--- src/rtl/bcd_sync_counter.sv ---
// Synchronous multi-digit BCD up/down counter with validated parallel load
// and a combinational terminal-count output for cascading instances.
module bcd_sync_counter #(
    parameter int DIGITS = 2
) (
    input  logic                  CK,
    input  logic                  Clear,
    input  logic                  En,
    input  logic                  Up,
    input  logic                  Load,
    input  logic [4*DIGITS-1:0]   D,
    output logic [4*DIGITS-1:0]   Q,
    output logic                  TC,
    output logic                  LoadErr
);

    localparam int W = 4 * DIGITS;

    logic [W-1:0] q_q, q_d;
    logic         err_q, err_d;
    logic [W-1:0] step_val;
    logic         load_ok;
    logic         all_nine;
    logic         all_zero;
    logic         carry;
    logic [3:0]   dig;

    always_comb begin
        load_ok  = 1'b1;
        all_nine = 1'b1;
        all_zero = 1'b1;
        for (int i = 0; i < DIGITS; i++) begin
            if (D[4*i +: 4] > 4'd9)    load_ok  = 1'b0;
            if (q_q[4*i +: 4] != 4'd9) all_nine = 1'b0;
            if (q_q[4*i +: 4] != 4'd0) all_zero = 1'b0;
        end
    end

    // Ripple the carry/borrow through the digits combinationally; every digit
    // still updates on the same edge.
    always_comb begin
        step_val = q_q;
        carry    = 1'b1;
        dig      = 4'd0;
        for (int i = 0; i < DIGITS; i++) begin
            dig = q_q[4*i +: 4];
            if (carry) begin
                if (Up) begin
                    if (dig == 4'd9) begin
                        step_val[4*i +: 4] = 4'd0;
                    end else begin
                        step_val[4*i +: 4] = dig + 4'd1;
                        carry              = 1'b0;
                    end
                end else begin
                    if (dig == 4'd0) begin
                        step_val[4*i +: 4] = 4'd9;
                    end else begin
                        step_val[4*i +: 4] = dig - 4'd1;
                        carry              = 1'b0;
                    end
                end
            end
        end
    end

    always_comb begin
        q_d   = q_q;
        err_d = 1'b0;
        if (Load) begin
            if (load_ok) q_d   = D;
            else         err_d = 1'b1;
        end else if (En) begin
            q_d = step_val;
        end
    end

    always_ff @(posedge CK or posedge Clear) begin
        if (Clear) begin
            q_q   <= '0;
            err_q <= 1'b0;
        end else begin
            q_q   <= q_d;
            err_q <= err_d;
        end
    end

    assign TC      = En & ~Load & (Up ? all_nine : all_zero);
    assign Q       = q_q;
    assign LoadErr = err_q;

endmodule

--- config.mk ---
export PLATFORM = sky130hd
export DESIGN_NAME = bcd_sync_counter
export DESIGN_NICKNAME = d
export VERILOG_FILES = /design/src/rtl/bcd_sync_counter.sv
export SDC_FILE = /design/constraint.sdc
export NUM_CORES = 1
export LEC_CHECK = 0
export ABC_AREA = 1
export CAP_MARGIN = 20
export CELL_PAD_IN_SITES_DETAIL_PLACEMENT = 0
export CELL_PAD_IN_SITES_GLOBAL_PLACEMENT = 1
export CORE_UTILIZATION = 34
export DETAILED_ROUTE_END_ITERATION = 7
export PLACE_DENSITY = 0.89
export SLEW_MARGIN = 20
export SYNTH_ARGS = -nofsm -noshare
export SYNTH_HDL_FRONTEND = slang
export SYNTH_SLANG_ARGS = --single-unit
--- constraint.sdc ---
create_clock -name CK -period 1.9 [get_ports CK]
set_clock_uncertainty 0.05 [all_clocks]
set_input_delay 0.38 -clock CK [delete_from_list [all_inputs] [get_ports CK]]
set_output_delay 0.38 -clock CK [all_outputs]
set_load 0.02 [all_outputs]
==> impl_metrics.tcl <==
set metrics [dict create \
    status "complete, no violations" \
    synth.distinct_cells 26 \
    nets 190 \
    route.detailed.drc 0 \
    highest_layer "met4" \
    ir_drop_uv 671 \
    wirelength_um 2210 \
    firstDrtPassIters 4 \
    grt_pass1_vias 885 \
    vias 999 \
    cp-end-kind "output pin" \
    worst_pin_slew_ps 342 \
    hpwl_um 1820 \
    setup_viol 0 \
    hp-class "in -> async" \
    die_y_um 50.9 \
    maxCapViolations 0 \
    cp_num_buf_inv 2 \
    num_rows 17 \
    dp.cells 199 \
    slowest_delay_ps 600 \
    synth_largest_area_cell "dfrtp_1" \
    io_buffers 22 \
    synth_edf_count 0 \
    multi_input_comb_area_um2 512 \
    path_max_fanout 5 \
    cp_top_family "buffers and inverters" \
    synth_area_per_cell_um2 6.52 \
    rr_endpoint "Q[1]" \
    seq_area_frac_synth_pct 27.6 \
    yosysMostFrequentCell "nand2_1" \
    track_usage_pct 18.6 \
    worstSetupPathType "reg -> out" \
    synth_area_leaders "dfrtp_1, nand2_1, nand3_1" \
    synth_top_area_share_pct 27.6 \
    wl_met1_um 967 \
    viasPerCell 4.90 \
    cts_made_buffers 3 \
    worstSkewPairLatency_ps 260 \
    hold_buffers 0 \
    route.met3.wl_um 111 \
    critPathSlowestCell "clkdlybuf4s50_1" \
    fmax_mhz 539 \
    power.density_mw_per_mm2 1140 \
    whs_ps 325 \
    cts_buffer_depth 2 \
    total_leakage_power_nw 0.671 \
    mappedNetlistArea_um2 815 \
    initial_utilization_pct 36.5 \
    netlist_top_cells_count "nand2_1, nand3_1, nor2_1" \
    netlist_instances 125 \
    min_period_ps 1860 \
    coreArea_mm2 0.00223 \
    finalHoldViolations 0 \
    dieArea_mm2 0.00260 \
    yosysWarnings 0 \
    cts_root_buf "clkbuf_4" \
    syn_to_final_growth_pct 58.4 \
    worst_slack_ps 43.2 \
    cts_tree "done" \
    stdcell_count 204 \
    clock-sinks 9 \
    grt_max_degree 10 \
    startpoint_type "flip-flop" \
    synth_top_flop_cell "dfrtp_1" \
    overflow 0 \
    grt_antenna_before_repair 0 \
    r2r-start "Q[0]" \
    place.gp.congestion 0.873 \
    cp_cell_sequence "buf_4 -> clkdlybuf4s50_1" \
    drt_iter0_drc 22 \
    reg2reg_depth 7 \
    crit_arrival_ps 1430 \
    ff_latch_area_um2 225 \
    grt_pass1_wl_um 3670 \
    die_w_um 50.9 \
    relSlewSlack_pct 77.2 \
    met2WireLength_um 1110 \
    postRouteAntennaNets 0 \
    fillCellCount 207 \
    async_flop_share_pct 100 \
    period_share_pct 97.7 \
    syn-num-nets 138 \
    diodes 0 \
    final_area_mm2 0.00129 \
    r2r_slack_ps 580 \
    synth_seq_cells 9 \
    drv_slew 0 \
    setup_tns_ps 0 \
    drive_gt1_share_pct 31.8 \
    place_area_mm2 0.00125 \
    required_ps 1470 \
    clkSlewWorstSetupHoldPaths_ps 60 \
    wl_per_cell_um 10.8 \
    dp_worst_setup_slack_ps -577 \
    cts_max_level 1 \
    io_pins 23 \
]
-- how the worst max path moves through the flow --
stage          from  endpoint  slack, ps  depth (start not counted)
4_1_cts        Q[4]      Q[4]         20                          2
3_3_place_gp     Up        TC       -540                          7
6_report       Q[7]      Q[7]         40                          2
2_1_floorplan  Q[4]        TC        120                          6
5_1_grt        Q[5]        TC         -3                          6
3_5_place_dp     Up        TC       -580                          7
-- cell type report --
type,count,area share (%)
clock buffers,4,2.04
inverters,15,4.75
multi-input cells,98,39.7
flip-flops and latches,9,17.5
well taps,28,2.72
repair buffers,50,33.4
-- worst register-to-register path: cells and delay by family (launching register included) --
kind | cells | cell delay, ps
buffers and inverters | 1 | 190
DFF | 1 | 440
and+or+nand+nor | 4 | 320
AOI/OAI and AO/OA | 2 | 200
-- metrics by stage --
stage          total power [mW]  utilization [%]
2_1_floorplan             0.813                -
3_3_place_gp               1.27             55.9
3_5_place_dp               1.30             55.9
4_1_cts                    1.44             56.8
5_1_grt                    1.58             57.8
6_report                   1.47             57.8
-- power breakdown --
group          switching (mW)  total [mW]  internal, mW
Sequential             0.0700       0.322         0.252
Combinational           0.505       0.995         0.490
Clock                  0.0692       0.150        0.0811
-- registers in the layout, indices dropped and copies added, names as in the netlist --
name / flops
Q: 8
LoadErr: 1
-- cell usage in the layout (no fill, tap or decap) --
master	netlist	routed
o21ai_1	4	4
or2_2	1	1
dfrtp_1	9	9
dlygate4sd2_1	0	2
inv_4	2	2
inv_1	8	8
clkbuf_1	0	1
nand3_2	3	3
a211oi_1	1	1
a21oi_1	1	1
inv_2	5	5
o21ai_2	2	2
o22ai_1	1	1
nand4_1	3	3
nor2_1	11	11
o21ai_0	7	7
dlymetal6s2s_1	0	2
nand2_2	3	4
clkdlybuf4s50_1	0	17
nor2_4	2	2
nand4_2	2	2
buf_4	1	29
o211ai_1	1	1
nor3_1	2	1
nand2_4	1	1
nor2_2	1	1
nand3_1	16	16
nor3_2	0	1
nand2_1	36	35
clkbuf_4	0	3
-- cells by family (layout without fill, tap and decap cells) --
group	count (synthesis)	in the layout	synth area share (%)
AOI/OAI and AO/OA	17	17	12.1
buffers and inverters	18	69	10.4
DFF	9	9	27.7
and+or+nand+nor	81	81	49.8
-- routing by layer --
metal	global-route usage (%)	up-vias
met5	0	-
met4	7.87	0
met3	2.08	4
met2	31.8	34
met1	23.3	444
li1	-	517
-- repair_timing --
action                     in CTS  in global routing
pin swaps                       0                  1
buffers inserted                0                  1
setup endpoints to repair       2                  4
resized for setup               6                  5
Note: power is estimated with default switching activity, not from simulation.
